**src/rtl/ip_sdram_arbiter.sv**
```systemverilog
// SDRAM access arbiter: VRAM port A (priority), MSX-bus port B, auto-refresh.
// One registered command at a time, req/ack downstream, read data routed back.
module ip_sdram_arbiter #(
    parameter int REFRESH_INTERVAL = 674,
    parameter int STARVE_LIMIT     = 4
) (
    input  logic        clk,
    input  logic        reset,
    input  logic        sdram_busy,
    input  logic        a_req,
    input  logic        a_wr,
    input  logic [22:0] a_address,
    input  logic [7:0]  a_wdata,
    output logic        a_ack,
    output logic [15:0] a_rdata,
    output logic        a_rdata_en,
    input  logic        b_req,
    input  logic        b_wr,
    input  logic [22:0] b_address,
    input  logic [7:0]  b_wdata,
    output logic        b_ack,
    output logic [15:0] b_rdata,
    output logic        b_rdata_en,
    output logic        mem_req,
    output logic        mem_refresh,
    output logic        mem_wr,
    output logic [22:0] mem_address,
    output logic [7:0]  mem_wdata,
    input  logic        mem_ack,
    input  logic [15:0] mem_rdata,
    input  logic        mem_rdata_en
);
    localparam int            TW     = $clog2(REFRESH_INTERVAL + 1);
    localparam logic [TW-1:0] RELOAD = TW'(REFRESH_INTERVAL - 1);
    localparam logic [2:0]    SLIM   = 3'(STARVE_LIMIT);

    typedef enum logic [1:0] {
        S_IDLE,
        S_ISSUE,
        S_WAIT_DATA
    } state_t;

    state_t        r_state;
    state_t        w_state_nxt;
    logic [TW-1:0] r_timer;
    logic [1:0]    r_ref_cnt;
    logic [2:0]    r_starve;
    logic          r_own_b;
    logic          r_a_ack;
    logic          r_b_ack;
    logic          r_a_en;
    logic          r_b_en;
    logic [15:0]   r_a_rdata;
    logic [15:0]   r_b_rdata;
    logic          r_mem_req;
    logic          r_mem_ref;
    logic          r_mem_wr;
    logic [22:0]   r_mem_addr;
    logic [7:0]    r_mem_wdata;

    logic w_a_req;
    logic w_b_req;
    logic w_gnt_ref;
    logic w_gnt_a;
    logic w_gnt_b;
    logic w_gnt;
    logic w_tick;
    logic w_issue_ack;
    logic w_rd_done;
    logic w_ref_dec;

    // A client still releasing req in its ack cycle must not win again.
    assign w_a_req     = a_req & ~r_a_ack;
    assign w_b_req     = b_req & ~r_b_ack;
    assign w_gnt       = w_gnt_ref | w_gnt_a | w_gnt_b;
    assign w_tick      = (r_timer == '0) & ~sdram_busy;
    assign w_issue_ack = (r_state == S_ISSUE) & mem_ack;
    assign w_rd_done   = (r_state == S_WAIT_DATA) & mem_rdata_en;
    assign w_ref_dec   = w_issue_ack & r_mem_ref;

    assign a_ack       = r_a_ack;
    assign b_ack       = r_b_ack;
    assign a_rdata_en  = r_a_en;
    assign b_rdata_en  = r_b_en;
    assign a_rdata     = r_a_rdata;
    assign b_rdata     = r_b_rdata;
    assign mem_req     = r_mem_req;
    assign mem_refresh = r_mem_ref;
    assign mem_wr      = r_mem_wr;
    assign mem_address = r_mem_addr;
    assign mem_wdata   = r_mem_wdata;

    // State register.
    always_ff @(posedge clk) begin
        if (reset) r_state <= S_IDLE;
        else       r_state <= w_state_nxt;
    end

    // Arbitration and next-state decode.
    always_comb begin
        w_state_nxt = r_state;
        w_gnt_ref   = 1'b0;
        w_gnt_a     = 1'b0;
        w_gnt_b     = 1'b0;
        unique case (r_state)
            S_IDLE: begin
                if (!sdram_busy) begin
                    if (r_ref_cnt != 2'd0)
                        w_gnt_ref = 1'b1;
                    else if (w_b_req && r_starve == SLIM)
                        w_gnt_b = 1'b1;
                    else if (w_a_req)
                        w_gnt_a = 1'b1;
                    else if (w_b_req)
                        w_gnt_b = 1'b1;
                end
                if (w_gnt_ref || w_gnt_a || w_gnt_b)
                    w_state_nxt = S_ISSUE;
            end
            S_ISSUE: begin
                if (mem_ack)
                    w_state_nxt = (r_mem_ref || r_mem_wr) ? S_IDLE
                                                          : S_WAIT_DATA;
            end
            S_WAIT_DATA: begin
                if (mem_rdata_en)
                    w_state_nxt = S_IDLE;
            end
            default: w_state_nxt = S_IDLE;
        endcase
    end

    // Refresh interval timer; held at reload while the controller initialises.
    always_ff @(posedge clk) begin
        if (reset || sdram_busy || r_timer == '0) r_timer <= RELOAD;
        else                                      r_timer <= r_timer - 1'b1;
    end

    // Pending refresh count, saturating at 3.
    always_ff @(posedge clk) begin
        if (reset)
            r_ref_cnt <= 2'd0;
        else if (w_tick && !w_ref_dec && r_ref_cnt != 2'd3)
            r_ref_cnt <= r_ref_cnt + 2'd1;
        else if (!w_tick && w_ref_dec)
            r_ref_cnt <= r_ref_cnt - 2'd1;
    end

    // Consecutive A grants while B waits.
    always_ff @(posedge clk) begin
        if (reset)
            r_starve <= 3'd0;
        else if (w_gnt_b)
            r_starve <= 3'd0;
        else if (w_gnt_a && !b_req)
            r_starve <= 3'd0;
        else if (w_gnt_a && r_starve != SLIM)
            r_starve <= r_starve + 3'd1;
    end

    // Command latch, downstream request and return-path strobes.
    always_ff @(posedge clk) begin
        if (reset) begin
            r_own_b     <= 1'b0;
            r_a_ack     <= 1'b0;
            r_b_ack     <= 1'b0;
            r_a_en      <= 1'b0;
            r_b_en      <= 1'b0;
            r_a_rdata   <= '0;
            r_b_rdata   <= '0;
            r_mem_req   <= 1'b0;
            r_mem_ref   <= 1'b0;
            r_mem_wr    <= 1'b0;
            r_mem_addr  <= '0;
            r_mem_wdata <= '0;
        end else begin
            r_a_ack <= 1'b0;
            r_b_ack <= 1'b0;
            r_a_en  <= 1'b0;
            r_b_en  <= 1'b0;
            if (w_gnt) begin
                r_mem_req <= 1'b1;
                r_mem_ref <= w_gnt_ref;
                r_own_b   <= w_gnt_b;
                if (w_gnt_ref) begin
                    r_mem_wr    <= 1'b0;
                    r_mem_addr  <= '0;
                    r_mem_wdata <= '0;
                end else if (w_gnt_b) begin
                    r_mem_wr    <= b_wr;
                    r_mem_addr  <= b_address;
                    r_mem_wdata <= b_wdata;
                end else begin
                    r_mem_wr    <= a_wr;
                    r_mem_addr  <= a_address;
                    r_mem_wdata <= a_wdata;
                end
            end
            if (w_issue_ack) begin
                r_mem_req <= 1'b0;
                r_mem_ref <= 1'b0;
                if (!r_mem_ref && r_mem_wr) begin
                    r_a_ack <= ~r_own_b;
                    r_b_ack <= r_own_b;
                end
            end
            if (w_rd_done) begin
                if (r_own_b) begin
                    r_b_rdata <= mem_rdata;
                    r_b_en    <= 1'b1;
                    r_b_ack   <= 1'b1;
                end else begin
                    r_a_rdata <= mem_rdata;
                    r_a_en    <= 1'b1;
                    r_a_ack   <= 1'b1;
                end
            end
        end
    end
endmodule

```
**config.mk**
```make
export PLATFORM = sky130hd
export DESIGN_NAME = ip_sdram_arbiter
export DESIGN_NICKNAME = d
export VERILOG_FILES = /design/src/rtl/ip_sdram_arbiter.sv
export SDC_FILE = /design/constraint.sdc
export NUM_CORES = 1
export LEC_CHECK = 0
export ABC_AREA = 1
export CORE_MARGIN = 5
export CORE_UTILIZATION = 25
export CTS_BUF_LIST = sky130_fd_sc_hd__clkbuf_4 sky130_fd_sc_hd__clkbuf_8
export CTS_CLUSTER_DIAMETER = 60
export DETAILED_ROUTE_END_ITERATION = 7
export PLACE_DENSITY_LB_ADDON = 0.3
export SETUP_SLACK_MARGIN = 0.15
export SYNTH_ARGS = -nofsm -noshare
export SYNTH_HDL_FRONTEND = slang
export SYNTH_SLANG_ARGS = --single-unit
```
**constraint.sdc**
```tcl
create_clock -name clk -period 2.4 [get_ports clk]
set_clock_uncertainty 0.1 [all_clocks]
set_input_delay 0.48 -clock clk [delete_from_list [all_inputs] [get_ports clk]]
set_output_delay 0.48 -clock clk [all_outputs]
set_load 0.005 [all_outputs]
```
* Word level (Yosys, flattened, before mapping)
Cells that the tools add are included.
Operators by class: add/sub/neg operators 4, equality and inequality tests 8, muxes and demuxes 40, bitwise gates (word level) 13, reduce and logical (&&, ||, !) cells 26
Operators by type and width (count):
- $mux 23 | 2
- $mux 1 | 29
- $mux 8 | 2
- $mux 2 | 6
- $logic_not 10->1 | 1
- $sub 10x1->10 const B | 1
- $ne 2x2->1 const B | 4
- $logic_and 1x1->1 | 7
- $and 1x1->1 | 6
- $pmux 2 s3 | 1
- $logic_or 1x1->1 | 5
- $not 1->1 | 5
- $logic_not 1->1 | 4
- $reduce_and 2->1 | 2
- $reduce_bool 2->1 | 2
- $reduce_or 2->1 | 2
- $add 3x1->3 const B | 1
- $eq 3x3->1 const B | 1
- $ne 3x3->1 const B | 1
- $reduce_and 3->1 | 1
- $reduce_or 3->1 | 1
- $add 2x1->2 const B | 1
- $eq 2x1->1 const B | 1
- $eq 2x2->1 const B | 1
- other kinds (3) | 4
Word-level totals: register bits after elaboration 88, input bits 87, output and inout port bits 70, logic and storage cells 107

* Logic depth before layout (Yosys ltp)
Gate-level depths: netlist of the first run.
depth in word-level cells 11, mapped depth 11

* Least setup slack after synthesis of the first run
Ideal clock, no wire load.
kind input to register, start point in sdram_busy, end point reg r_mem_addr[16], in the netlist mem_address[16], setup time 0.143 ns, arrival 1.412 ns, required time 2.157 ns, path slack 0.744 ns, stages on the path 10, path buffers 2, path through inv_1 > nand2_2 > nor2_4 > nand3_4 > buf_6 > buf_2 > nand2_1 > o21ai_0 > nand2_1 > a21oi_2
Between the ends: word-level cells in the longest chain between the ends 5, elaborated cells between the ends (all ways) 13
Ends and longest elaborated chain:
- start, declared | line 9 | input logic sdram_busy,
- $mux 1 | line 107 | if (!sdram_busy) begin
- $mux 1 (2 in a row) | line 105 | unique case (r_state)
- $mux 23 / $or 1x1->1 (equally long branches) | line 189, 75
- $mux 23 / $or 1x1->1 (equally long branches) | line 185, 75
- end signal, assigned | line 191 | r_mem_addr <= b_address;
- end signal, assigned | line 195 | r_mem_addr <= a_address;
- end, declared | line 58 | logic [22:0] r_mem_addr;
Parallel ways exist; a longest one is shown, timed or not. The select of a mux whose other input is x is not followed. A chain may end at the register's enable or synchronous reset.

* Worst setup path in the final report of the first run
start point reg r_mem_wr, in the netlist mem_wr, end point out mem_wr
RTL lines:
- start, declared | line 57 | logic r_mem_wr;
- start signal, assigned | line 190 | r_mem_wr <= b_wr;
- start signal, assigned | line 194 | r_mem_wr <= a_wr;
- end, declared | line 26 | output logic mem_wr,
No word-level cell between the ends.

==> impl_metrics.csv, run 1 <==
group,metric,value,unit
route,wl,11300,microns
timing,setup_violations,0,
synthesis,synthTopCellsByArea,"dfxtp_1 (43%), nand2_1 (12%), inv_1 (7.1%)",
clock_network,htree_levels,3,
clock_network,cts-root-buf,"clkbuf_8",
setup_path,crit_type,"flop to primary output",
route,vias,3744,
setup_path,regToRegSetupSlack,0.45,ns
synthesis,yosys_warnings,0,
setup_path,path_buf_inv,1,
setup_path,cp-end-kind,"primary output",
cells_and_area,fillers,1697,
timing,final.period_utilization,0.820,
floorplanning,std_cell_rows,46,
setup_path,cp_slowest_stage_delay,0.60,ns
setup_path,worstSetupStartpointType,"flop",
timing,worst_slack,0.433,ns
timing,holdWs,0.298,ns
floorplanning,core_area,0.0159,sq mm
route,firstDrtPassIters,4,
setup_path,timing.critical_path.fanout_max,5,
floorplanning,die_w,138,microns
clock_network,cts_setup_buffers,0,
route,ant_nets,0,
timing,max_freq,0.508,GHz
route,drt_iter0_drc,118,
floorplanning,dieArea,0.0190,sq mm
worst_hold_path,hp-class,"flop to flop",
placement,preCtsSetupSlack,0.127,ns
synthesis,synth_top_area_share,0.431,
cells_and_area,antenna_cells,0,
cells_and_area,multi_input_area,0.00186,sq mm
timing,hold_viol,0,
floorplanning,pin_count,157,
global_routing,globalRouteOverflowTotal,0,
setup_path,slowest_stage,"clkdlybuf4s50_1",
synthesis,synth.avg_cell_area,7.42,sq um
synthesis,synth.distinct_cells,30,
global_routing,grt_pass1_vias,3528,
setup_path,worstPathRequired,1.82,ns
timing,min_period,1.97,ns
cells_and_area,area_delta_synth_final,49.2,%
cells_and_area,drive_gt1_frac,0.134,
cells_and_area,stdcell_count,924,
synthesis,syn-cell-area,0.00409,sq mm
clock_network,clkTransAtPathRegs,0.09,ns
route,route.detailed.drc,0,
clock_network,cts_inserted_buffers,9,
global_routing,gr-usage-all-layers,0.119,
synthesis,syn_inst,551,
timing,slew_viol_final,0,
global_routing,grt_max_degree,58,
cells_and_area,utilization,0.383,
cells_and_area,nets,794,
timing,rsz0062_at_grt,"false",
clock_network,ctsResizeCount,0,
pwr,leakage,2.39,nW
placement,io_buffers,156,
synthesis,synth_seq_area_share,0.431,
clock_network,cts_tree,"yes",
synthesis,ys_seq_elements,88,
clock_network,clk_path_buf_depth,2,
clock_network,cts_hold_buf,0,
synthesis,synthesis.nets,642,
floorplanning,die_y,138,microns
pwr,vdd_drop_max,0.000220,V
status,status,"complete, no violations",
route,wl_per_cell,12.3,microns
synthesis,synth_top_area_cell,"dfxtp_1",
setup_path,critPathArrivalTime,1.39,ns
placement,place.gp.congestion,0.733,
timing,tightest_slew,0.638,ns
route,via_per_inst,4.05,
cells_and_area,regArea,0.00176,sq mm
floorplanning,initial_core_util,0.256,
pwr,powerDensity,559,mW/mm^2
timing,setup_tns,0,ns
setup_path,crit_path_cell_trace,"clkdlybuf4s50_1",
timing,relSlewSlack,0.575,
placement,hpwl,8490,microns
global_routing,grt_pass1_wl,17500,microns
clock_network,worstSkewPairLatency,0.36,ns
run,cap_violations,0,
clock_network,cts.sink_count,88,
global_routing,antenna_found_initial,1,
setup_path,critPathTopFamily,"buffers and inverters",
placement,dp_cells,908,
==> worst reg2reg max path: cells and delay by family (launching register included) <==
family	cells	cell delay, ns
compound gates	2	0.16
fa+ha+maj	1	0.19
buf+inv	3	0.56
flops	1	0.38
simple gates	5	0.51
==> layout make-up <==
| class | count | area share |
|---|---|---|
| clock inverter | 4 | 0.0125 |
| clock buffer | 12 | 0.0250 |
| inverter | 80 | 0.0492 |
| timing repair buffer | 167 | 0.275 |
| multi-input combinational | 357 | 0.305 |
| sequential | 88 | 0.289 |
| tap | 216 | 0.0443 |
==> cell usage in the layout (no fill, tap or decap) <==
cell | Yosys | final
clkdlybuf4s50_1 | 0 | 155
nand2_1 | 128 | 128
dfxtp_1 | 88 | 88
inv_1 | 77 | 77
nor2_1 | 57 | 57
o21ai_0 | 48 | 48
a21oi_2 | 32 | 32
a21oi_1 | 27 | 27
o21ai_2 | 22 | 22
nand3_1 | 15 | 15
clkbuf_8 | 0 | 10
buf_4 | 3 | 8
nor2_2 | 4 | 4
ha_1 | 4 | 4
nand4_1 | 3 | 3
buf_12 | 0 | 3
nand3_2 | 2 | 2
clkinv_1 | 2 | 2
nor3_1 | 2 | 2
nand2_2 | 2 | 2
nor2_4 | 2 | 2
o22ai_1 | 2 | 2
xor2_1 | 2 | 2
bufinv_16 | 0 | 2
clkbuf_4 | 0 | 2
inv_2 | 1 | 1
nand3_4 | 1 | 1
a21oi_4 | 1 | 1
o21ai_1 | 1 | 1
xnor2_1 | 1 | 1
nand3b_1 | 1 | 1
inv_6 | 0 | 1
clkinvlp_4 | 0 | 1
buf_2 | 3 | 1
==> path summary, 6_finish.rpt <==
| path | to | startpoint | cells after the start |
|---|---|---|---|
| setup / recovery | mem_wr | mem_wr | 1 |
| hold / removal | r_timer[0] | r_timer[0] | 1 |
| setup reg to reg | mem_address[0] | r_starve[0] | 11 |
| hold reg to reg | r_timer[0] | r_timer[0] | 1 |
==> metal layers <==
| metal | vias to the layer above | track usage | routed length (microns) |
|---|---|---|---|
| met5 | - | 0 | 7 |
| met4 | 2 | 0.0412 | 108 |
| met3 | 9 | 0.0635 | 1410 |
| met2 | 139 | 0.179 | 4730 |
| met1 | 1568 | 0.144 | 5080 |
| li1 | 2026 | - | - |
==> cells by family (layout without fill, tap and decap cells) <==
kind of cell    count (synthesis)  count (layout)  share of synthesized area
simple gates                  217             217                      0.221
compound gates                133             133                      0.216
xor+xnor                        3               3                    0.00643
flops                          88              88                      0.431
fa+ha+maj                       4               4                     0.0122
buf+inv                       106             263                      0.114
==> registers in the layout (all words and copies together) (netlist names) <==
name         count
a_ack            1
a_rdata         16
a_rdata_en       1
b_ack            1
b_rdata         16
b_rdata_en       1
mem_address     23
mem_refresh      1
mem_req          1
mem_wdata        8
mem_wr           1
r_own_b          1
r_ref_cnt        2
r_starve         3
r_state          2
r_timer         10
==> cell usage after synthesis, drive strengths merged <==
master and instances:
nand2 130, dfxtp 88, inv 78, o21ai 71, nor2 63, a21oi 60, nand3 18, buf 15
clkbuf 11, ha 4, nand4 3, clkinv 2, nor3 2, o22ai 2, xor2 2, nand3b 1
xnor2 1
==> power by group <==
| part | internal (mW) | total [mW] | switching, mW |
|---|---|---|---|
| Clock | 0.643 | 1.20 | 0.556 |
| Combinational | 0.348 | 0.643 | 0.294 |
| Sequential | 1.53 | 1.57 | 0.0407 |
| Total | 2.52 | 3.41 | 0.891 |
==> per-stage QoR <==
| stage | power [mW] | area (sq um) |
|---|---|---|
| finish | 3.41 | 6100 |
| global route | 3.61 | 6100 |
| CTS | 3.48 | 6100 |
| detailed placement | 2.26 | 5870 |
| global placement | 2.26 | 5870 |
| floorplan | 1.92 | 4090 |
Note: power is estimated with default switching activity, not from simulation.
==> run 2, diff against run 1 <==
- clock period: 2.4 -> 1.7 ns (I/O delays scaled with it)
==> run 2 against run 1 <==
Net effect:
- total power up 36%
- largest cell class is now non-clock buffers
- non-clock buffer count up 35
- core utilization up 3.2 points
- count of clock-buffer cells in the layout unchanged
- register-to-register slack worse by 0.43 ns
- clock power up 13%
- final cell count up 3.8%
- sequential share of layout area down 1.9 points
- sequential power up 41%
- critical endpoint is now mem_address[11]
- critical path depth up 8
==> impl_metrics.csv, run 2 (synthesis gave the netlist of run 1 again) <==
group,metric,value,unit
setup_path,slowest_stage,"clkdlybuf4s50_1",
route,vias,3919,
setup_path,path_buf_inv,3,
route,drt_iter0_drc,98,
timing,min_period,1.69,ns
pwr,powerDensity,703,mW/mm^2
timing,rsz0062_at_grt,"true",
setup_path,critPathArrivalTime,1.89,ns
placement,preCtsSetupSlack,-0.323,ns
setup_path,critPathTopFamily,"buffers and inverters",
cells_and_area,regArea,0.00178,sq mm
cells_and_area,nets,829,
pwr,leakage,3.00,nW
cells_and_area,area_delta_synth_final,61.7,%
cells_and_area,fin_area,0.00661,sq mm
floorplanning,die_w,138,microns
cells_and_area,largest_reg_flops,23,
clock_network,worstSkewPairLatency,0.36,ns
floorplanning,initial_core_util,0.256,
placement,place.gp.congestion,0.826,
route,wl,12200,microns
clock_network,cts_hold_buf,0,
timing,slew_viol_final,0,
timing,setup_violations,0,
run,cap_violations,0,
route,firstDrtPassIters,4,
clock_network,clk_path_buf_depth,2,
cells_and_area,layout_common_cells,"nand2_1 (110), clkdlybuf4s50_1 (83), inv_1 (73), dfxtp_1 (71), dlygate4sd2_1 (71)",
timing,worst_slack,0.0146,ns
cells_and_area,antenna_cells,0,
setup_path,crit_type,"input pin to flop",
cells_and_area,multi_input_area,0.00200,sq mm
timing,hold_viol,0,
timing,final.period_utilization,0.991,
cells_and_area,drive_gt1_frac,0.246,
route,via_per_inst,4.09,
global_routing,globalRouteOverflowTotal,0,
setup_path,crit_path_cell_trace,"clkdlybuf4s50_1, nand2_1, nor2_2, nand3_4, a21oi_4, buf_12, clkbuf_16, nand2_1, a21oi_2",
setup_path,cp_slowest_stage_delay,0.51,ns
global_routing,grt_max_degree,41,
setup_path,worstSetupStartpointType,"input pin",
cells_and_area,mostFrequentLayoutCell,"nand2_1",
timing,tightest_slew,0.269,ns
setup_path,worstPathRequired,1.90,ns
route,ant_nets,0,
floorplanning,dieArea,0.0190,sq mm
cells_and_area,fillers,1670,
route,route.detailed.drc,0,
clock_network,cts-root-buf,"clkbuf_8",
floorplanning,core_area,0.0159,sq mm
timing,relSlewSlack,0.821,
global_routing,grt_pass1_vias,3694,
setup_path,timing.critical_path.fanout_max,6,
route,wl_per_cell,12.7,microns
timing,max_freq,0.593,GHz
floorplanning,die_y,138,microns
floorplanning,pin_count,157,
global_routing,antenna_found_initial,0,
setup_path,cp-end-kind,"flop",
clock_network,cts_inserted_buffers,9,
pwr,vdd_drop_max,0.000373,V
floorplanning,std_cell_rows,46,
clock_network,htree_levels,3,
placement,io_buffers,156,
clock_network,cts.sink_count,88,
placement,hpwl,8650,microns
setup_path,path_common_cell,"nand2_1",
worst_hold_path,hp-class,"flop to flop",
placement,placed_area,0.00609,sq mm
clock_network,clkTransAtPathRegs,0.09,ns
status,status,"complete, no violations",
clock_network,cts_tree,"yes",
global_routing,grt_pass1_wl,18500,microns
global_routing,gr-usage-all-layers,0.124,
[run 2: final cells by class]
class,count,area share
clock inverter,4,0.00454
clock buffer,12,0.0221
tap,216,0.0409
multi-input combinational,357,0.302
inverter,80,0.0456
sequential,88,0.270
timing repair buffer,202,0.315
[run 2: timing repair]
item,CTS,global route
pin swaps,2,6
setup endpoints to repair,110,58
endpoints found under the hold margin,0,0
gates resized for setup,111,30
cloned,3,5
buffers inserted,5,2
[run 2: routing by layer]
metal | global-route usage | part of all wire | vias up
met5 | 0 | 0 | -
met4 | 0.0428 | 0.012 | 0
met3 | 0.0548 | 0.11 | 11
met2 | 0.194 | 0.44 | 136
li1 | - | - | 2108
met1 | 0.153 | 0.43 | 1664
[run 2: worst reg2reg max path, cell delays in order, from the launching register on]
cell,delay [ns]
dfxtp_2,0.34
nor2_4,0.12
nand2_2,0.09
nor2_4,0.10
nand3_4,0.12
buf_6,0.15
a21oi_4,0.13
buf_12,0.14
clkbuf_16,0.15
nand2_1,0.06
a21oi_2,0.12
[run 2: path summary, 6_finish.rpt]
path	start	endpoint	slack, ns	cells after the start
setup reg to reg	r_ref_cnt[0]	mem_address[11]	0.02	10
hold / removal	r_timer[0]	r_timer[0]	0.30	1
setup / recovery	a_req	mem_address[11]	0.01	9
hold reg to reg	r_timer[0]	r_timer[0]	0.30	1
[run 2: metrics by stage]
step           power (mW)  std cells  utilization  hold WS [ns]  TNS, ns
2_1_floorplan        2.73        551            -         0.266        0
3_3_place_gp         3.24        928        0.382         0.276    -9.88
3_5_place_dp         3.24        928        0.382         0.282   -10.56
4_1_cts              4.63        952        0.400         0.304        0
5_1_grt              4.92        959        0.415         0.332   -0.945
6_report             4.65        959        0.415         0.302        0
[run 2: where the power goes]
group / internal, mW / switching (mW) / leakage [nW]
Combinational: 0.592 / 0.495 / 2.18
Sequential: 2.16 / 0.0531 / 0.723
Clock: 0.587 / 0.763 / 0.0912
==> run 3, diff against run 2 <==
- PLACE_DENSITY: unset -> 0.59
- PLACE_DENSITY_LB_ADDON: 0.3 -> unset
==> run 3 against run 2 <==
Net effect:
- the run now ends with setup timing left
- largest cell class unchanged
- critical endpoint is now mem_address[22]
- final cell count up 0.83%
- flip-flop and latch count is the same
- wire length rose by 4.7%
- setup slack got worse by 0.11 ns
==> impl_metrics.csv, run 3 (synthesis gave the netlist of run 1 again) <==
group,metric,value,unit
clock_network,cts_tree,"yes",
global_routing,grt_pass1_vias,3812,
route,drt_iter0_drc,94,
route,wl,12800,microns
status,status,"finished, violations left",
route,firstDrtPassIters,5,
clock_network,cts_inserted_buffers,9,
floorplanning,std_cell_rows,46,
floorplanning,dieArea,0.0190,sq mm
setup_path,crit_type,"input pin to flop",
timing,tightest_slew,0.281,ns
setup_path,worstSetupStartpointType,"input pin",
setup_path,timing.critical_path.fanout_max,8,
clock_network,cts-root-buf,"clkbuf_8",
pwr,powerDensity,696,mW/mm^2
setup_path,cp-end-kind,"flop",
cells_and_area,stdcell_count,967,
cells_and_area,fillers,1650,
timing,relSlewSlack,0.813,
route,ant_nets,0,
global_routing,gr-usage-all-layers,0.132,
run,cap_violations,0,
setup_path,worstPathRequired,1.90,ns
timing,setup_tns,-2.17,ns
floorplanning,core_area,0.0159,sq mm
floorplanning,pin_count,157,
pwr,leakage,3.18,nW
clock_network,cts.sink_count,88,
global_routing,globalRouteOverflowTotal,0,
floorplanning,die_y,138,microns
cells_and_area,multi_input_area,0.00215,sq mm
global_routing,antenna_found_initial,0,
setup_path,path_buf_inv,4,
timing,max_freq,0.557,GHz
cells_and_area,antenna_cells,0,
clock_network,clk_path_buf_depth,2,
setup_path,slowest_stage,"clkdlybuf4s50_1",
timing,min_period,1.79,ns
timing,worst_slack,-0.0942,ns
placement,place.gp.congestion,0.788,
status,violations,"setup timing",
cells_and_area,utilization,0.436,
cells_and_area,layout_common_cells,"nand2_1 (85), clkdlybuf4s50_1 (85), inv_1 (73), dlygate4sd2_1 (70), dfxtp_1 (58)",
cells_and_area,largest_reg_flops,23,
floorplanning,die_w,138,microns
worst_hold_path,hp-class,"flop to flop",
placement,placed_area,0.00613,sq mm
cells_and_area,fin_area,0.00695,sq mm
timing,rsz0062_at_grt,"true",
timing,setup_violations,33,
clock_network,clkTransAtPathRegs,0.09,ns
global_routing,grt_pass1_wl,19300,microns
global_routing,use_met3,0.0624,
floorplanning,initial_core_util,0.256,
setup_path,path_common_cell,"nand2_1",
setup_path,critPathTopFamily,"buffers and inverters",
setup_path,critPathArrivalTime,2.00,ns
global_routing,grt.met1_usage,0.152,
timing,final.period_utilization,1.06,
setup_path,cp_slowest_stage_delay,0.53,ns
clock_network,htree_levels,3,
timing,hold_viol,0,
cells_and_area,area_delta_synth_final,69.9,%
cells_and_area,drive_gt1_frac,0.302,
clock_network,worstSkewPairLatency,0.36,ns
cells_and_area,nets,838,
placement,dp_cells,928,
placement,hpwl,8690,microns
route,via_per_inst,4.17,
route,route.detailed.drc,0,
global_routing,top_usage_layer,"met2",
placement,io_buffers,156,
pwr,vdd_drop_max,0.000341,V
timing,slew_viol_final,0,
route,vias,4034,
route,wl_per_cell,13.2,microns
global_routing,grtUsageMet2,0.217,
pwr,power,4.84,mW
setup_path,crit_path_cell_trace,"clkdlybuf4s50_1, nand2_1, nor2_2, nand3_4, buf_6, a21oi_4, buf_12, clkbuf_16, nand2_1, a21oi_2",
cells_and_area,regArea,0.00180,sq mm
global_routing,grt_max_degree,41,
[run 3: what timing repair did]
action,4_1_cts,5_1_grt
setup buffers,14,1
cloned,7,2
hold endpoints to repair,0,0
gates resized for setup,147,54
pin swaps,3,23
endpoints found under the setup margin,105,46
hold buffers,0,0
[run 3: metal layers]
metal  vias up  routed length [microns]
met5         -                        0
met4         0                      149
met3        11                     1330
met2       125                     5960
met1      1775                     5350
li1       2123                        -
[run 3: final timing paths]
check               endpoint  depth (start not counted)  slack (ns)         from
min reg2reg       r_timer[0]                          1        0.29   r_timer[0]
max reg2reg  mem_address[22]                         11       -0.09  r_starve[1]
min               r_timer[0]                          1        0.29   r_timer[0]
max          mem_address[22]                         10       -0.09        a_req
[run 3: final cells by class]
| class | instances | share of cell area |
|---|---|---|
| timing repair buffer | 211 | 0.324 |
| clock inverter | 4 | 0.00432 |
| sequential | 88 | 0.259 |
| tap | 216 | 0.0389 |
| multi-input combinational | 357 | 0.309 |
| inverter | 80 | 0.0443 |
| clock buffer | 11 | 0.0209 |
[run 3: through the flow]
stage	setup slack [ns]	hold slack (ns)
2_1_floorplan	0.152	0.266
3_3_place_gp	-0.300	0.277
3_5_place_dp	-0.329	0.279
4_1_cts	-0.0550	0.298
5_1_grt	-0.187	0.309
6_report	-0.0942	0.294
[run 3: worst reg2reg max path, stage by stage, from the launching register on]
cell and delay, ns:
dfxtp_2 0.33, inv_2 0.06, ha_4 0.13, nand2_4 0.07, nand3_4 0.07, nand3_4 0.12
buf_6 0.16, a21oi_4 0.18, buf_12 0.15, clkbuf_16 0.17, nand2_1 0.07, a21oi_2 0.10
[run 3: where the power goes]
part | switching (mW) | leakage [nW] | internal (mW)
clock network | 0.758 | 0.0892 | 0.585
logic | 0.568 | 2.36 | 0.703
registers | 0.0587 | 0.729 | 2.16
